## config.mk

```make
export PLATFORM = sky130hd
export DESIGN_NAME = mipi_csi_byte_aligner_flat
export DESIGN_NICKNAME = d
export VERILOG_FILES = /design/src/rtl/mipi_csi_pkg.sv /design/src/rtl/mipi_csi_byte_aligner_if.sv /design/src/rtl/mipi_sync_detector.sv /design/src/rtl/mipi_csi_byte_aligner.sv /design/src/flat_wrapper.sv
export SDC_FILE = /design/constraint.sdc
export NUM_CORES = 1
export LEC_CHECK = 0
export ABC_AREA = 1
export BUFFER_PORTS_ARGS = -buffer_cell sky130_fd_sc_hd__clkbuf_2
export CORE_ASPECT_RATIO = 0.9
export CORE_MARGIN = 8
export CORE_UTILIZATION = 53
export CTS_CLUSTER_DIAMETER = 30
export DETAILED_ROUTE_END_ITERATION = 10
export GPL_TIMING_DRIVEN = 0
export PLACE_DENSITY_LB_ADDON = 0.25
export SETUP_SLACK_MARGIN = 0.2
export SLEW_MARGIN = 20
export SYNTH_ARGS = -nofsm -noshare
export SYNTH_HDL_FRONTEND = slang
export SYNTH_SLANG_ARGS = --single-unit
```

## constraint.sdc

```tcl
create_clock -name clk_i -period 1.3 [get_ports clk_i]
set_input_delay 0 -clock clk_i [delete_from_list [all_inputs] [get_ports clk_i]]
set_output_delay 0 -clock clk_i [all_outputs]
set_load 0.02 [all_outputs]
```

## src/rtl/mipi_csi_pkg.sv

```systemverilog
// Shared types and constants for the CSI-2 lane byte aligner.
// Optional build macro: MIPI_BYTE_ALIGNER_SOT_ERR_TOL_EN (enables the single-bit-error sync helper's use).
package mipi_csi_pkg;

    localparam int LANE_W   = 8;
    localparam int OFFSET_W = 3;

    localparam logic [LANE_W-1:0] SYNC_BYTE_DEFAULT = 8'hB8;

    typedef enum logic {
        HUNT   = 1'b0,
        LOCKED = 1'b1
    } align_state_t;

    // True when a and b differ in at most one bit position.
    function automatic logic within_one_bit(input logic [LANE_W-1:0] a,
                                            input logic [LANE_W-1:0] b);
        logic [LANE_W-1:0] diff;
        diff = a ^ b;
        return ((diff & (diff - LANE_W'(1))) == '0);
    endfunction

endpackage

```

## src/rtl/mipi_csi_byte_aligner_if.sv

```systemverilog
// Lane-side bus of the byte aligner: raw bytes in, aligned bytes and status out.
interface mipi_csi_byte_aligner_if;
    import mipi_csi_pkg::*;

    logic [LANE_W-1:0]   byte_i;
    logic                byte_valid_i;
    logic [LANE_W-1:0]   byte_o;
    logic                byte_valid_o;
    logic                synced_o;
    logic [OFFSET_W-1:0] offset_o;
    logic                hunt_timeout_o;
    logic                sot_err_o;

    modport master (
        output byte_i, byte_valid_i,
        input  byte_o, byte_valid_o, synced_o, offset_o, hunt_timeout_o, sot_err_o
    );

    modport slave (
        input  byte_i, byte_valid_i,
        output byte_o, byte_valid_o, synced_o, offset_o, hunt_timeout_o, sot_err_o
    );

endinterface

```

## src/rtl/mipi_sync_detector.sv

```systemverilog
// Combinational SoT sync search over the 16-bit window at all eight bit offsets.
// MIPI_BYTE_ALIGNER_SOT_ERR_TOL_EN additionally accepts candidates one bit away from the sync byte.
module mipi_sync_detector
    import mipi_csi_pkg::*;
#(
    parameter logic [LANE_W-1:0] SYNC_BYTE = SYNC_BYTE_DEFAULT
) (
    input  logic [2*LANE_W-1:0] win,
    output logic                hit,
    output logic [OFFSET_W-1:0] offset,
    output logic                inexact
);

    logic [LANE_W-1:0] exact_vec;
    logic [LANE_W-1:0] near_vec;

    genvar gi;
    generate
        for (gi = 0; gi < LANE_W; gi++) begin : g_cand
            assign exact_vec[gi] = (win[gi+LANE_W-1:gi] == SYNC_BYTE);
`ifdef MIPI_BYTE_ALIGNER_SOT_ERR_TOL_EN
            assign near_vec[gi]  = within_one_bit(win[gi+LANE_W-1:gi], SYNC_BYTE);
`else
            assign near_vec[gi]  = 1'b0;
`endif
        end
    endgenerate

    // Any exact hit beats every near hit; descending scans leave the lowest offset in place.
    always_comb begin
        hit     = 1'b0;
        offset  = '0;
        inexact = 1'b0;
        if (|exact_vec) begin
            hit = 1'b1;
            for (int k = LANE_W - 1; k >= 0; k--) begin
                if (exact_vec[k]) offset = OFFSET_W'(k);
            end
        end else if (|near_vec) begin
            hit     = 1'b1;
            inexact = 1'b1;
            for (int k = LANE_W - 1; k >= 0; k--) begin
                if (near_vec[k]) offset = OFFSET_W'(k);
            end
        end
    end

endmodule

```

## src/rtl/mipi_csi_byte_aligner.sv

```systemverilog
// D-PHY lane byte aligner: hunts for the SoT sync byte at any bit offset, then emits aligned payload.
// Build option MIPI_BYTE_ALIGNER_SOT_ERR_TOL_EN lets a one-bit-corrupted sync lock and flag sot_err_o.
module mipi_csi_byte_aligner
    import mipi_csi_pkg::*;
#(
    parameter logic [LANE_W-1:0] SYNC_BYTE    = SYNC_BYTE_DEFAULT,
    parameter int unsigned       HUNT_TIMEOUT = 1024
) (
    input  logic                    clk_i,
    input  logic                    reset_n_i,
    input  logic                    aligner_reset_i,
    mipi_csi_byte_aligner_if.slave  lane
);

    localparam int CNT_W = $clog2(HUNT_TIMEOUT + 1);
    localparam logic [CNT_W-1:0] CNT_LAST = CNT_W'(HUNT_TIMEOUT - 1);

    align_state_t        state_reg,      state_next;
    logic [LANE_W-1:0]   prev_reg,       prev_next;
    logic [CNT_W-1:0]    count_reg,      count_next;
    logic [LANE_W-1:0]   byte_reg,       byte_next;
    logic                byte_valid_reg, byte_valid_next;
    logic [OFFSET_W-1:0] offset_reg,     offset_next;
    logic                timeout_reg,    timeout_next;
    logic                sot_err_reg,    sot_err_next;

    logic [2*LANE_W-1:0] win;
    logic                det_hit;
    logic [OFFSET_W-1:0] det_offset;
    logic                det_inexact;

    // Earlier bits sit in the low half, so bit 0 of the window is the oldest bit on the wire.
    assign win = {lane.byte_i, prev_reg};

    mipi_sync_detector #(
        .SYNC_BYTE (SYNC_BYTE)
    ) u_detector (
        .win     (win),
        .hit     (det_hit),
        .offset  (det_offset),
        .inexact (det_inexact)
    );

    always_ff @(posedge clk_i or negedge reset_n_i) begin
        if (!reset_n_i) begin
            state_reg      <= HUNT;
            prev_reg       <= '0;
            count_reg      <= '0;
            byte_reg       <= '0;
            byte_valid_reg <= 1'b0;
            offset_reg     <= '0;
            timeout_reg    <= 1'b0;
            sot_err_reg    <= 1'b0;
        end else begin
            state_reg      <= state_next;
            prev_reg       <= prev_next;
            count_reg      <= count_next;
            byte_reg       <= byte_next;
            byte_valid_reg <= byte_valid_next;
            offset_reg     <= offset_next;
            timeout_reg    <= timeout_next;
            sot_err_reg    <= sot_err_next;
        end
    end

    always_comb begin
        state_next      = state_reg;
        prev_next       = prev_reg;
        count_next      = count_reg;
        byte_next       = byte_reg;
        byte_valid_next = 1'b0;
        offset_next     = offset_reg;
        timeout_next    = 1'b0;
        sot_err_next    = 1'b0;

        if (aligner_reset_i) begin
            state_next  = HUNT;
            prev_next   = '0;
            count_next  = '0;
            byte_next   = '0;
            offset_next = '0;
        end else if (lane.byte_valid_i) begin
            prev_next = lane.byte_i;
            unique case (state_reg)
                HUNT: begin
                    if (det_hit) begin
                        state_next   = LOCKED;
                        offset_next  = det_offset;
                        count_next   = '0;
                        sot_err_next = det_inexact;
                    end else if (count_reg == CNT_LAST) begin
                        timeout_next = 1'b1;
                        count_next   = '0;
                    end else begin
                        count_next = count_reg + CNT_W'(1);
                    end
                end
                LOCKED: begin
                    byte_next       = win[offset_reg +: LANE_W];
                    byte_valid_next = 1'b1;
                end
            endcase
        end
    end

    assign lane.byte_o         = byte_reg;
    assign lane.byte_valid_o   = byte_valid_reg;
    assign lane.synced_o       = (state_reg == LOCKED);
    assign lane.offset_o       = offset_reg;
    assign lane.hunt_timeout_o = timeout_reg;
    assign lane.sot_err_o      = sot_err_reg;

endmodule

```

## src/flat_wrapper.sv

```systemverilog
// flat-port wrapper written by rule: the top's interface ports become plain ports
module mipi_csi_byte_aligner_flat import mipi_csi_pkg::*;
#(
    parameter logic [LANE_W-1:0] SYNC_BYTE    = SYNC_BYTE_DEFAULT,
    parameter int unsigned       HUNT_TIMEOUT = 1024
)
  (clk_i, reset_n_i, aligner_reset_i, lane_byte_i, lane_byte_valid_i, lane_byte_o, lane_byte_valid_o, lane_synced_o, lane_offset_o, lane_hunt_timeout_o, lane_sot_err_o);
  mipi_csi_byte_aligner_if lane_i ();
  input  logic clk_i;
  input  logic reset_n_i;
  input  logic aligner_reset_i;
  input wire logic [$bits(lane_i.byte_i)-1:0] lane_byte_i;
  input wire logic [$bits(lane_i.byte_valid_i)-1:0] lane_byte_valid_i;
  output wire logic [$bits(lane_i.byte_o)-1:0] lane_byte_o;
  output wire logic [$bits(lane_i.byte_valid_o)-1:0] lane_byte_valid_o;
  output wire logic [$bits(lane_i.synced_o)-1:0] lane_synced_o;
  output wire logic [$bits(lane_i.offset_o)-1:0] lane_offset_o;
  output wire logic [$bits(lane_i.hunt_timeout_o)-1:0] lane_hunt_timeout_o;
  output wire logic [$bits(lane_i.sot_err_o)-1:0] lane_sot_err_o;
  assign lane_i.byte_i = lane_byte_i;
  assign lane_i.byte_valid_i = lane_byte_valid_i;
  assign lane_byte_o = lane_i.byte_o;
  assign lane_byte_valid_o = lane_i.byte_valid_o;
  assign lane_synced_o = lane_i.synced_o;
  assign lane_offset_o = lane_i.offset_o;
  assign lane_hunt_timeout_o = lane_i.hunt_timeout_o;
  assign lane_sot_err_o = lane_i.sot_err_o;
  mipi_csi_byte_aligner #(.SYNC_BYTE(SYNC_BYTE), .HUNT_TIMEOUT(HUNT_TIMEOUT)) u_core (.clk_i(clk_i), .reset_n_i(reset_n_i), .aligner_reset_i(aligner_reset_i), .lane(lane_i));
endmodule
```

==> metrics.log <==
[metrics] run status: finished, violations left
[metrics] violations in the final reports: negative setup slack
[metrics] wire length of the first global-routing pass: 10.7 mm
[metrics] clock sink total: 33
[metrics] post-synthesis compound-gate area fraction: 13.4%
[metrics] overall die height: 77.9 um
[metrics] diode count: 0
[metrics] CP max stage cell: dfrtp_2
[metrics] clock latency on the worst-skew pair: 0.29 ns
[metrics] gate family responsible for the most delay along the worst path: simple AND/OR/NAND/NOR gates
[metrics] clock tree skew after final layout: 0.00645 ns
[metrics] number of enable flip-flop cells after synthesis: 0
[metrics] CTS tree: done
[metrics] hold crit path type: in -> reg
[metrics] share of the clock period used by the worst path after layout: 114%
[metrics] Mapped Cells: 319
[metrics] Final Net Count: 388
[metrics] combinational family with the most area after synthesis: simple AND/OR/NAND/NOR gates
[metrics] Final Setup Violations: 23
[metrics] commonest non-fill, non-tap cells in the layout: nand2_1, nor2_1, dfrtp_1
[metrics] critical path data required time: 1.53 ns
[metrics] portion of netlist area occupied by mux cells: 0%
[metrics] CP cell instances: inv_2 -> nand2_2 -> nor2_4 -> nand2_2 -> buf_4 -> nand2_1 -> inv_1 -> nand3_1 -> nand4_1 -> nand2_1
[metrics] global-route total usage across every layer: 19.8%
[metrics] register area share after synthesis: 36.6%
[metrics] ratio of cells with drive above 1 in the final layout: 43.1%
[metrics] most common cell after layout, fill and taps aside: nand2_1
[metrics] setup repair after global routing missed its margin: true
[metrics] area added between synthesis and finish: 35.3%
[metrics] Via Count: 2497
[metrics] buffering stage count on the worst path with inverters included: 3
[metrics] average size of a mapped cell: 7.08 um^2
[metrics] peak ir drop on the vdd network: 0.556 mV
[metrics] final number of max-transition violations: 0
[metrics] commonest register cell after synthesis: dfrtp_1
[metrics] pin count of the biggest net entering global routing: 34
[metrics] final WL: 6.93 mm
[metrics] number of global-route vias before repair: 2270
[metrics] endpoint kind of the worst setup timing path: flop
[metrics] grt total ovfl: 0
[metrics] area fraction in and, or, nand and nor cells after synthesis: 39.6%
[metrics] post-layout minimum cycle time: 1.49 ns
[metrics] number of endpoints with negative hold slack in the final report: 0
[metrics] pin slew with the least headroom to its limit: 0.767 ns
[metrics] detailed-routing iteration count for the pre-antenna-repair pass: 6
[metrics] Core Rows: 22
[metrics] Placer Congestion: 0.945
[metrics] fraction of registers with async set/reset: 100%
[metrics] count of boundary I/O pins: 27
[metrics] antenna violations before repair: 0
[metrics] master cell of the clock root buffer: clkbuf_8
[metrics] normalized max-slew margin: 48.9%
[metrics] final worst-path setup slack: -0.187 ns
[metrics] power density normalized to cell area: 780 mW/mm^2
[metrics] Startpoint Class: flop
[metrics] slowest cell delay on critical path: 0.47 ns
[metrics] Fin Setup TNS: -1.99 ns
[metrics] remaining number of nets flagged by the antenna check after routing: 0
[metrics] critical path start-end classification: reg -> reg
[metrics] overall die width: 84.8 um
[metrics] total of buffers placed on input and output ports: 23
[metrics] worst slack on hold paths: 0.0564 ns
[metrics] worst path arrival time: 1.71 ns
[metrics] fin util: 75.0%
[metrics] Cell variety after synth: 30
[metrics] cell leakage power: 1.48 nW
[metrics] CP Max Fanout: 5
[metrics] maximum frequency from static timing analysis: 673 MHz
[metrics] core area: 0.00407 mm^2
[metrics] clock buffer count from CTS: 5
[metrics] Clock Path Buffers: 2
[metrics] post-route cell area: 0.00305 mm^2
[metrics] number of warnings issued by yosys: 0
[metrics] number of DRC markers after the initial detailed-route iteration: 252
[metrics] flops & latches, synth: 33
[metrics] maxcap violations: 0
[metrics] post-route total power: 2.38 mW
[metrics] Area after DPL: 0.00250 mm^2
[metrics] level count of the clock H-tree: 2
[metrics] total DRC errors in the routed layout: 0
[metrics] Synthesized Nets: 332
[metrics] adder and majority cell fraction of the synthesized area: 0.554%
[metrics] die area: 0.00661 mm^2
[metrics] clock edge transition at the registers on the reported setup and hold paths: 0.08 ns
[metrics] DPL Wire Length: 4.25 mm
[metrics] xor and xnor area share after synthesis: 1.94%
[metrics] vias per std cell: 5.89
[metrics] flip-flop count of the largest register, all copies and words added: 11
[metrics] Initial Utilization: 55.4%
[metrics] Cell Area, Synth: 0.00226 mm^2
[metrics] average wire per cell in the routed design: 16.3 um
## stage by stage
stage          cells  setup slack [ns]
2_1_floorplan    319          -0.00555
3_3_place_gp     390            -0.146
3_5_place_dp     390            -0.173
4_1_cts          419           -0.0864
5_1_grt          424            -0.261
6_report         424            -0.187
## report_power, final
part / switching [mW] / internal, mW / leakage [nW]
Combinational: 0.311 / 0.185 / 0.987
Sequential: 0.0402 / 1.06 / 0.445
Clock: 0.417 / 0.370 / 0.0439
## layout make-up
type | instances | area (um^2)
buffer | 10 | 96.3
tap | 48 | 60.1
multi-input combinational | 246 | 1510
fill | 289 | 1020
sequential | 33 | 832
timing repair buffer | 49 | 348
inverter | 30 | 125
clock inverter | 3 | 17.5
clock buffer | 5 | 68.8
## Yosys cell counts, types with 2 or more instances
library cell	instances	share of area (%)
or2_2	2	0.55
xor2_1	5	1.9
nor2_1	36	6.0
inv_1	24	4.0
a21oi_1	4	0.89
nand3_1	23	5.1
buf_2	5	1.1
nand2_1	96	16
nand2_4	6	3.0
o22ai_1	8	2.2
inv_2	6	1.0
buf_6	2	1.0
nand4_1	10	2.8
dfrtp_1	33	37
o21ai_0	24	5.3
nand2_2	9	2.5
a21oi_2	6	2.3
o211ai_1	4	1.3
nor2_2	4	1.1
clkbuf_1	2	0.33
## per-layer routing
metal  vias to the layer above  global-route usage [%]  share of wire [%]
met4                         0                    7.99                3.4
met2                       158                    30.9                 46
li1                       1145                       -                  -
met3                        32                    4.95                9.1
met5                         -                       0                  0
met1                      1162                    25.6                 41
## kinds of logic (layout without fill, tap and decap cells)
family | Yosys count | count (layout)
xor+xnor | 5 | 5
simple gates | 190 | 190
buf+inv | 40 | 97
other cells | 1 | 1
flops | 33 | 33
fa+ha+maj | 1 | 1
compound gates | 49 | 49
## final timing paths
check,startpoint,endpoint,slack (ns),cells past startpoint
worst min register to register,u_core.lane.byte_o[5],u_core.lane.byte_o[5],0.47,2
min in group asynchronous,reset_n_i,u_core.prev_reg[2],0.33,2
worst max-delay path,u_core.prev_reg[5],u_core.lane.offset_o[0],-0.19,10
worst max register to register,u_core.prev_reg[5],u_core.lane.offset_o[0],-0.19,10
worst min-delay path,lane_byte_i[0],u_core.prev_reg[0],0.06,3
max in group asynchronous,reset_n_i,u_core.prev_reg[3],0.44,2
## worst min-delay path: cells and delay by family
| kind | cells | cell delay [ns] |
|---|---|---|
| buffers and inverters | 2 | 0.23 |
| AO/OA/AOI/OAI | 1 | 0.08 |
## repair_timing
item                                    CTS  global route
hold buffers                              4             0
buffers inserted                         16             5
gates resized for setup                  38            41
endpoints found under the setup margin   25            28
cloned                                    1             0
endpoints found under the hold margin    36             0
pin swaps                                18            32
No activity file was read; power rests on OpenSTA's default activity.
